===== config.mk =====
export PLATFORM = sky130hd
export DESIGN_NAME = mem_access_unit
export DESIGN_NICKNAME = d
export VERILOG_FILES = /design/src/rtl/mem_access_unit.sv
export SDC_FILE = /design/constraint.sdc
export NUM_CORES = 1
export LEC_CHECK = 0
export BUFFER_PORTS_ARGS = -buffer_cell sky130_fd_sc_hd__buf_4
export CORE_AREA = 2 2 93 95
export DETAILED_ROUTE_END_ITERATION = 10
export DIE_AREA = 0 0 95 97
export GPL_ROUTABILITY_DRIVEN = 0
export GPL_TIMING_DRIVEN = 1
export HOLD_SLACK_MARGIN = 0.03
export PLACE_DENSITY = 0.75
export SLEW_MARGIN = 20
export SYNTH_ARGS = -nofsm -noshare
export SYNTH_HDL_FRONTEND = slang
export SYNTH_SLANG_ARGS = --single-unit

===== constraint.sdc =====
create_clock -name Clk -period 2.8 [get_ports Clk]
set_input_delay 0.56 -clock Clk [delete_from_list [all_inputs] [get_ports Clk]]
set_output_delay 0.56 -clock Clk [all_outputs]
set_load 0.05 [all_outputs]

===== src/rtl/mem_access_unit.sv =====
// mem_access_unit: req/ready sequencer for async SRAM and one memory-mapped IO word, with configurable wait states.
// Optional byte enables when MEM_BYTE_LANE_EN is defined (requires DATA_W==16).
module mem_access_unit #(
  parameter int DATA_W = 16,
  parameter int ADDR_W = 20,
  parameter int RD_WAIT = 2,
  parameter int WR_WAIT = 2,
  parameter logic [ADDR_W-1:0] IO_ADDR = 20'h0FFFF
) (
  input  logic              Clk,
  input  logic              Reset,
  input  logic              req,
  input  logic              we,
  input  logic [ADDR_W-1:0] addr,
  input  logic [DATA_W-1:0] wdata,
`ifdef MEM_BYTE_LANE_EN
  input  logic [1:0]        be,
`endif
  output logic              ready,
  output logic              busy,
  output logic [DATA_W-1:0] rdata,
  input  logic [DATA_W-1:0] Switches,
  output logic [DATA_W-1:0] hex_out,
  output logic              CE,
  output logic              OE,
  output logic              WE,
  output logic              UB,
  output logic              LB,
  output logic [ADDR_W-1:0] ADDR,
  output logic [DATA_W-1:0] Data_to_SRAM,
  output logic              data_oe,
  input  logic [DATA_W-1:0] Data_from_SRAM
);
  typedef enum logic [2:0] {IDLE, RD, WR, WR_HOLD, DONE} state_t;
  state_t state_q, state_d;
  logic [3:0] cnt_q, cnt_d;
  logic [1:0] be_q, be_d, be_in;
  logic [ADDR_W-1:0] addr_q, addr_d;
  logic [DATA_W-1:0] wdata_q, wdata_d, rdata_q, rdata_d, hex_q, hex_d, rd_word;
  logic ce_q, ce_d, oe_q, oe_d, wen_q, wen_d, ub_q, ub_d, lb_q, lb_d;
  logic doe_q, doe_d, ready_q, ready_d, busy_q, busy_d, acc, en;
`ifdef MEM_BYTE_LANE_EN
  assign be_in = be;
  assign rd_word = be_q == 2'b01 ? {{(DATA_W-8){1'b0}}, Data_from_SRAM[7:0]} :
                   be_q == 2'b10 ? {{(DATA_W-8){1'b0}}, Data_from_SRAM[15:8]} : Data_from_SRAM;
`else
  assign be_in = 2'b11;
  assign rd_word = Data_from_SRAM;
`endif
  always_comb begin
    state_d = state_q;
    cnt_d = cnt_q;
    addr_d = addr_q;
    wdata_d = wdata_q;
    be_d = be_q;
    rdata_d = rdata_q;
    hex_d = hex_q;
    case (state_q)
      IDLE: if (req) begin
        addr_d = addr;
        wdata_d = wdata;
        be_d = be_in;
        if (addr == IO_ADDR) begin
          state_d = DONE;
          rdata_d = we ? rdata_q : Switches;
          hex_d = we ? wdata : hex_q;
        end else begin
          state_d = we ? WR : RD;
          cnt_d = we ? 4'(WR_WAIT) : 4'(RD_WAIT);
        end
      end
      RD: begin
        cnt_d = cnt_q == 4'd0 ? 4'd0 : cnt_q - 4'd1;
        state_d = cnt_q == 4'd0 ? DONE : RD;
        rdata_d = cnt_q == 4'd0 && |be_q ? rd_word : rdata_q;
      end
      WR: begin
        cnt_d = cnt_q == 4'd0 ? 4'd0 : cnt_q - 4'd1;
        state_d = cnt_q == 4'd0 ? WR_HOLD : WR;
      end
      WR_HOLD: state_d = DONE;
      DONE: state_d = IDLE;
      default: state_d = IDLE;
    endcase
    // Strobes decode the next state so they come straight off flops; be==0 runs the timing with no strobes
    acc = state_d inside {RD, WR, WR_HOLD};
    en = acc && |be_d;
    ce_d = ~en;
    oe_d = ~(en && state_d == RD);
    wen_d = ~(en && state_d == WR);
    ub_d = ~(en && be_d[1]);
    lb_d = ~(en && be_d[0]);
    doe_d = en && state_d != RD;
    ready_d = state_d == DONE;
    busy_d = acc;
  end
  always_ff @(posedge Clk or posedge Reset) begin
    if (Reset) begin
      state_q <= IDLE;
      cnt_q <= '0;
      addr_q <= '0;
      wdata_q <= '0;
      be_q <= 2'b11;
      rdata_q <= '0;
      hex_q <= '0;
      ce_q <= 1'b1;
      oe_q <= 1'b1;
      wen_q <= 1'b1;
      ub_q <= 1'b1;
      lb_q <= 1'b1;
      doe_q <= 1'b0;
      ready_q <= 1'b0;
      busy_q <= 1'b0;
    end else begin
      state_q <= state_d;
      cnt_q <= cnt_d;
      addr_q <= addr_d;
      wdata_q <= wdata_d;
      be_q <= be_d;
      rdata_q <= rdata_d;
      hex_q <= hex_d;
      ce_q <= ce_d;
      oe_q <= oe_d;
      wen_q <= wen_d;
      ub_q <= ub_d;
      lb_q <= lb_d;
      doe_q <= doe_d;
      ready_q <= ready_d;
      busy_q <= busy_d;
    end
  end
  assign ready = ready_q;
  assign busy = busy_q;
  assign rdata = rdata_q;
  assign hex_out = hex_q;
  assign CE = ce_q;
  assign OE = oe_q;
  assign WE = wen_q;
  assign UB = ub_q;
  assign LB = lb_q;
  assign ADDR = addr_q;
  assign Data_to_SRAM = wdata_q;
  assign data_oe = doe_q;
endmodule


-- Yosys cells after proc, flatten, opt, wreduce, memory -nomap -nowiden
Index checks and enable logic that the tools add are counted.
- input bits: 72
- output and inout bits: 76
- register bits after elaboration: 85
- logic and storage cells: 71
- bitwise operators: 5
- eq/ne operators: 14
- reductions and logical operators: 19
- multiplexer cells: 17
- add/sub/neg operators: 1
- operator list (operator ; count):
    16-bit 2-to-1 mux ; 4
    16-bit case mux with 2 select lines ; 1
    20-bit by 16-bit == test with 1-bit output (second input constant) ; 1
    3-bit by 2-bit == test with 1-bit output (second input constant) ; 4
    4-bit 2-to-1 mux ; 3
    3-bit case mux with 4 select lines ; 1
    2-bit != test (second input constant) ; 5
    3-bit 2-to-1 mux ; 3
    4-bit case mux with 2 select lines ; 1
    1-bit logical AND ; 7
    3-bit by 1-bit == test with 1-bit output (second input constant) ; 2
    2-bit 2-to-1 mux ; 3
    2-bit OR reduction ; 3
    1-bit NOT ; 5
    5-bit AND reduction ; 1
    4-bit logical NOT ; 1
    4-bit AND reduction ; 1
    2-bit nonzero test ; 2
    4-bit by 1-bit subtractor with 4-bit output (second input constant) ; 1
    3-bit == test (second input constant) ; 1
    3-bit logical NOT ; 1
    3-bit by 1-bit != test with 1-bit output (second input constant) ; 1
    3-bit AND reduction ; 1
    3-bit nonzero test ; 1
    2 further kinds ; 2

-- Longest topological paths before layout
Gate-level depths: netlist of run 1.
- word-level depth: 9
- mapped depth: 7
- depth with buffers taken out: 5

-- Least setup slack after synthesis of run 1
OpenSTA, ideal clock, no wires.
- kind: input-to-reg
- from: input port addr[17]
- to: register hex_q[0], in the netlist hex_out[0]
- setup slack: 0.848 ns
- buffers on the path: 2
- setup time: 0.125 ns
- arrival: 1.827 ns
- required time: 2.675 ns
- stages: 7
- cell sequence: nand2b_1 > nor4_2 > and3_1 > buf_4 > nand2_4 > buf_6 > mux2_4
- longest elaborated chain between the ends: 2
- ends and longest elaborated chain (what ; RTL line ; source):
    start: declaration ; 14 ; input logic [ADDR_W-1:0] addr,
    20-bit by 16-bit == test with 1-bit output ; 63 ; if (addr == IO_ADDR) begin
    4-bit AND reduction (no source line) ; -- ;
    end signal: assignment ; 105 ; hex_q <= '0;
    end signal: assignment ; 121 ; hex_q <= hex_d;
    end: declaration ; 39 ; logic [DATA_W-1:0] wdata_q, wdata_d, rdata_q, rdata_d, hex_q, hex_d, rd_word;
No other way between the ends.
A chain may end at the register's enable or synchronous reset.

-- Worst setup path after layout of run 1
- from: input port addr[17]
- to: register hex_q[5], in the netlist hex_out[5]
The elaborated chain is that of the path after synthesis.

==> summary.md, run 1 <==
| Metric | Value |
|---|---|
| Status | `finished clean` |
| Worst setup path class | `in -> reg` |
| Switching Power | `2.86 mW` |
| Synth async-reset ratio | `100%` |
| Worst-case hold slack | `~0.24 ns` |
| Global-route usage over all layers | `18.1%` |
| TritonCTS clock tree | `yes` |
| Vias | `about 2500` |
| H-tree depth | `3` |
| Core Rows | `33` |
| Setup crit end kind | `register` |
| CP Launch Type | `input pin` |
| Sum of negative setup slack | `0 ns` |
| Inst Count DP | `499` |
| First-pass GRT wire length | `between 10 and 15 mm` |
| Fin crit period | `slightly below 2 ns` |
| Clock Pin Slew Worst Setup and Hold Paths | `approximately 0.090 ns` |
| Final setup viols | `0` |
| Hold Path Class | `in -> async` |
| Non-Filler Instances | `515` |
| Layout cell share with drive strength beyond 1 | `58.3%` |
| Syn avg cell area | `13.9 µm²` |
| Cts hold-fix bufs | `0` |
| CP peak stage delay | `0.41 ns` |
| Root buffer cell | `clkbuf_8` |
| CORE AREA | `0.00813 mm²` |
| Register share of total power | `31.5%` |
| Netlist cell types | `36` |
| Wire per inst | `15.4 µm` |
| NumNets Final | `477` |
| P_leak | `between 2 and 2.5 nW` |
| Die Area | `0.00922 mm²` |
| RSZ-0062 raised after global routing | `no` |
| Syn Inst Count | `251` |
| Remaining DRCs | `0` |
| Max Fclk | `512 MHz` |
| Logic pwr share | `53.2%` |
| VDD IR-drop max | `0.727 mV` |
| Power, Total | `6.20 mW` |
| DRT Wirelength | `around 8.0 mm` |
| Clock buffer depth | `2` |
| Post-CTS Setup Repair Bufs | `0` |
| Post-CTS sizing | `0` |
| Post-synth EDFFs | `0` |
| Clock Sinks | `85` |
| CP cell instances | `buf_4 > nand2b_1 > nor4_2 > and3_1 > nand2_4 > mux2_4` |
| # IOs | `148` |
| Worst endpoint required time | `3.02 ns` |
| Die height | `97 µm` |
| Syn. warnings | `0` |
| Final ANT Viol Nets | `0` |
| P_int | `about 3.3 mW` |
| Synth-to-layout area growth | `42.5%` |
| Clock power share | `around 15%` |
| Port-buffer cells | `147` |
| Max-slew headroom | `about two thirds` |
| Starting DRT DRC Count | `between 60 and 70` |
| Final Hold Viols | `0` |
| Post-Syn Area | `0.00348 mm²` |
| Crit-path max FO | `16` |
| DP Wirelength | `6.14 mm` |
| Fin crit share | `69.8%` |
| Clock Latency Late Sink | `0.34 ns` |
| Post-synthesis sequential area ratio | `61.4%` |
| CTS Buf Count | `9` |
| Vias in the first global route | `2607` |
| Ant diodes | `0` |
| Actual slew at the worst max-slew pin | `0.513 ns` |
| Slowest-stage cell, CP | `nor4_2` |
| Vias per cell | `around 4.8` |
| Pwr per Cell Area | `1250 mW/mm²` |
| Register bit total from synthesis | `85` |
| Ys flop type | `dfrtp_1` |
| Slew Limit Fails | `0` |
| Fin util | `60.9%` |
| Sw Ratio | `46.0%` |
| Total gr overflow | `0` |
| Max_cap viols | `0` |
| Crit path DAT | `2.17 ns` |
| Die span in x | `95 µm` |
| Initial DRT Pass Iterations | `4` |
| Final Skew | `0.0100 ns` |
| Initial Util | `42.8%` |
| Syn Nets | `323` |
| Initial antenna violation count | `0` |
| Largest net degree at the start of global routing | `57` |
worst max-delay path: cells and delay by family:
family / cells / cell delay, ns
buf+inv: 1 / 0.11
mux: 1 / 0.36
simple gates: 4 / 1.14
metrics by stage:
stage | area (µm²) | setup slack (ns)
2_1_floorplan | 3480 | 0.0581
3_3_place_gp | 4730 | 0.537
3_5_place_dp | 4730 | 0.496
4_1_cts | 4960 | 0.854
5_1_grt | 4960 | 0.716
6_report | 4960 | 0.846
kinds of logic after synthesis:
family,share of synthesized area [%]
flip-flops,61.4
AND/OR/NAND/NOR,8.99
multiplexers,22.5
buffers and inverters,1.91
AO/OA/AOI/OAI,5.18
final timing paths:
kind | startpoint | cells after the start | slack, ns | end
max | addr[17] | 6 | 0.85 | hex_out[5]
min | Reset | 2 | 0.24 | ready
max reg2reg | state_q[2] | 5 | 0.86 | OE
min reg2reg | rdata[12] | 2 | 0.49 | rdata[12]
max in group asynchronous | Reset | 3 | 1.90 | hex_out[5]
min in group Clk | wdata[9] | 2 | 0.45 | hex_out[9]
power by group through the flow:
stage	logic [mW]	clock network, mW	registers [mW]
2_1_floorplan	0.834	0	3.42
3_3_place_gp	3.29	0	1.95
4_1_cts	3.33	0.976	1.96
6_report	3.30	0.951	1.95
3_5_place_dp	3.33	0	1.98
5_1_grt	3.46	1.04	2.02
cells in the mapped netlist, drive strengths merged, types with 4 or more instances:
cell	instances	share of area, %
nand2	25	2.9
mux2	52	18
dfrtp	78	56
o21ai	20	2.9
dfstp	7	5.3
nand2b	4	0.72
mux2i	16	4.6
buf	7	1.3
clkbuf	4	0.43
area by class of cell:
cell class / count / area (µm²)
Fill cell: 656 / 3180
Sequential cell: 85 / 2140
Multi-Input combinational cell: 153 / 1290
Timing Repair Buffer: 154 / 1170
Clock buffer: 11 / 141
Tap cell: 105 / 131
Clock inverter: 5 / 82.6
Inverter: 2 / 8.76
registers in the layout, summed over array words and instances, names as in the netlist:
signal	cells
state_q	3
UB	1
LB	1
cnt_q	4
hex_out	16
WE	1
be_q	2
ready	1
busy	1
rdata	16
Data_to_SRAM	16
CE	1
data_oe	1
OE	1
ADDR	20
cells in the final DEF (no fill, tap or decap), types with 2 or more instances in the layout:
master,count
clkbuf_8,10
bufinv_16,2
a21oi_1,2
nand2_1,24
mux2_2,42
nor2_1,3
mux2i_1,16
or4_1,2
nand4_1,3
dfstp_2,7
o31ai_1,2
clkinv_2,2
nor3b_1,2
dfrtp_1,78
or2_2,2
nand3_1,3
nor2b_1,2
o21ai_0,20
nand2b_1,4
mux2_4,10
buf_4,153
per-layer routing:
| layer | routed length (µm) | up-vias | GRT usage (%) | share of wire (%) |
|---|---|---|---|---|
| li1 | - | 1208 | - | - |
| met2 | 4240 | 68 | 30.3 | 53 |
| met3 | 344 | 10 | 2.88 | 4.3 |
| met4 | 131 | 0 | 8.58 | 1.6 |
| met5 | 0 | - | 0 | 0 |
| met1 | 3240 | 1209 | 22.7 | 41 |
Power figures use the tool's default switching activity.
==> run 2: changes to the inputs <==
- clock period: 2.8 -> 1.73 ns (I/O delays scaled with it)
==> run 2 against run 1 <==
Against the previous run:
- via count rose by 5.7%
- critical endpoint is now ADDR[0]
- sequential power rose by 62%
- first-iteration DRC count rose by 25%
- cell count rose by 4.3%
- clock skew rose by 0.0017 ns
- register-to-register slack got worse by 0.86 ns
- largest cell class unchanged
==> summary.md, run 2 (synthesized netlist as in run 1, its figures left out) <==
| Metric | Value |
|---|---|
| Root buffer cell | `clkbuf_8` |
| Setup crit end kind | `register` |
| Synth-to-layout area growth | `52.5%` |
| P_int | `between 5 and 6 mW` |
| RSZ-0062 raised after global routing | `yes` |
| Cts hold-fix bufs | `0` |
| H-tree depth | `3` |
| Crit-path max FO | `11` |
| NumNets Final | `499` |
| Clock buffer depth | `2` |
| Largest register FFs | `20` |
| DP Wirelength | `6.17 mm` |
| Switching Power | `4.78 mW` |
| Worst-case hold slack | `0.116 ns` |
| Max Fclk | `579 MHz` |
| TritonCTS clock tree | `yes` |
| Largest net degree at the start of global routing | `86` |
| Crit path DAT | `1.96 ns` |
| Final Skew | `0.0118 ns` |
| Core Rows | `33` |
| Clock Pin Slew Worst Setup and Hold Paths | `0.09 ns` |
| Reg2reg setup slack | `about 0.0033 ns` |
| CP Launch Type | `register` |
| DRT Wirelength | `8.48 mm` |
| Global-route usage over all layers | `18.7%` |
| Initial Util | `between 40% and 50%` |
| Most used cell, CP | `buf_4` |
| Vias in the first global route | `approximately 2800` |
| Post-route cell area | `around 0.0053 mm²` |
| # IOs | `148` |
| Die span in x | `95 µm` |
| Worst setup path class | `reg -> reg` |
| Initial DRT Pass Iterations | `4` |
| Ant diodes | `0` |
| P_leak | `2.61 nW` |
| Clock power share | `roughly 15%` |
| Die Area | `0.00922 mm²` |
| Power, Total | `10.7 mW` |
| Fin crit share | `99.8%` |
| Wire per inst | `15.8 µm` |
| Slowest-stage cell, CP | `dfrtp_1` |
| Remaining DRCs | `0` |
| Final Hold Viols | `0` |
| Logic pwr share | `55.1%` |
| Max_cap viols | `0` |
| First-pass GRT wire length | `13.3 mm` |
| Vias | `2637` |
| Starting DRT DRC Count | `85` |
| CORE AREA | `0.00813 mm²` |
| Pwr per Cell Area | `2010 mW/mm²` |
| Status | `finished clean` |
| Fill cells | `640` |
| Actual slew at the worst max-slew pin | `0.433 ns` |
| Vias per cell | `4.91` |
| Seq. cell area | `0.00214 mm²` |
| Final setup viols | `0` |
| CP cell instances | `nor4b_4 > buf_4 > buf_4 > buf_12 > mux2_2` |
| Sum of negative setup slack | `0 ns` |
| Max-slew headroom | `71.1%` |
| Sw Ratio | `between 40 and 50%` |
| Initial antenna violation count | `0` |
| Hold Path Class | `in -> async` |
| Die height | `97 µm` |
| Total gr overflow | `0` |
| Final ANT Viol Nets | `0` |
| Port-buffer cells | `roughly 150` |
| DP Area | `0.00487 mm²` |
| Most common cell after layout, fill and taps aside | `buf_4` |
| Fin crit period | `1.73 ns` |
| Register share of total power | `between 20 and 30%` |
| CP peak stage delay | `0.42 ns` |
| Layout cell share with drive strength beyond 1 | `62.5%` |
| Footprint of the multi-input gates | `0.00137 mm²` |
| Clock Latency Late Sink | `0.35 ns` |
| Most frequent cells in the layout | `buf_4, dfrtp_1, mux2_2` |
| CTS Buf Count | `9` |
| Slew Limit Fails | `0` |
| Worst endpoint required time | `1.96 ns` |
| VDD IR-drop max | `around 1.2 mV` |
| Clock Sinks | `85` |
## run 2: metal layers
metal | vias to the layer above | wire, µm | GRT usage [%]
met5 | - | 0 | 0
met4 | 0 | 145 | 7.47
met3 | 12 | 365 | 4.52
met2 | 64 | 4580 | 31.2
met1 | 1313 | 3390 | 23.0
li1 | 1248 | - | -
## run 2: per-stage QoR
step,setup slack [ns],instances,util [%]
after floorplan,0.00399,251,-
after global placement,-0.0855,511,59.9
after detailed placement,-0.149,511,59.9
after CTS,-0.0328,528,63.2
after global routing,-0.0887,537,65.2
final,0.00328,537,65.2
## run 2: worst max-delay path, delay by kind of cell (launching register included)
family,cells,cell delay [ns]
buffers and inverters,3,0.48
muxes,1,0.34
and+or+nand+nor,1,0.37
DFF,1,0.42
## run 2: layout make-up
class                      instances  area share (%)
tap                              105            2.48
sequential                        85            40.3
clock buffer                      12            3.11
clock inverter                     4            1.46
inverter                           2           0.212
timing repair buffer             175            26.6
multi-input combinational        154            25.9
## run 2: worst paths after layout
kind,to,startpoint,depth (start not counted)
min,hex_out[2],Reset,3
min in group Clk,hex_out[3],wdata[3],2
max reg2reg,ADDR[0],state_q[2],5
max in group asynchronous,be_q[1],Reset,3
max,ADDR[0],state_q[2],5
min reg2reg,rdata[7],rdata[7],2
## run 2: timing repair
| action | 4_1_cts | 5_1_grt |
|---|---|---|
| gates cloned | 0 | 4 |
| endpoints found under the setup margin | 28 | 58 |
| pin swaps | 2 | 3 |
| buffers inserted | 1 | 5 |
| resized for setup | 4 | 21 |
## run 2: power by group through the flow
stage / registers (mW) / clock network [mW] / logic, mW
finish: 3.16 / 1.64 / 5.88
detailed placement: 3.19 / 0 / 5.59
global route: 3.27 / 1.77 / 6.16
floorplan: 5.54 / 0 / 1.35
CTS: 3.16 / 1.68 / 5.64
global placement: 3.14 / 0 / 5.52
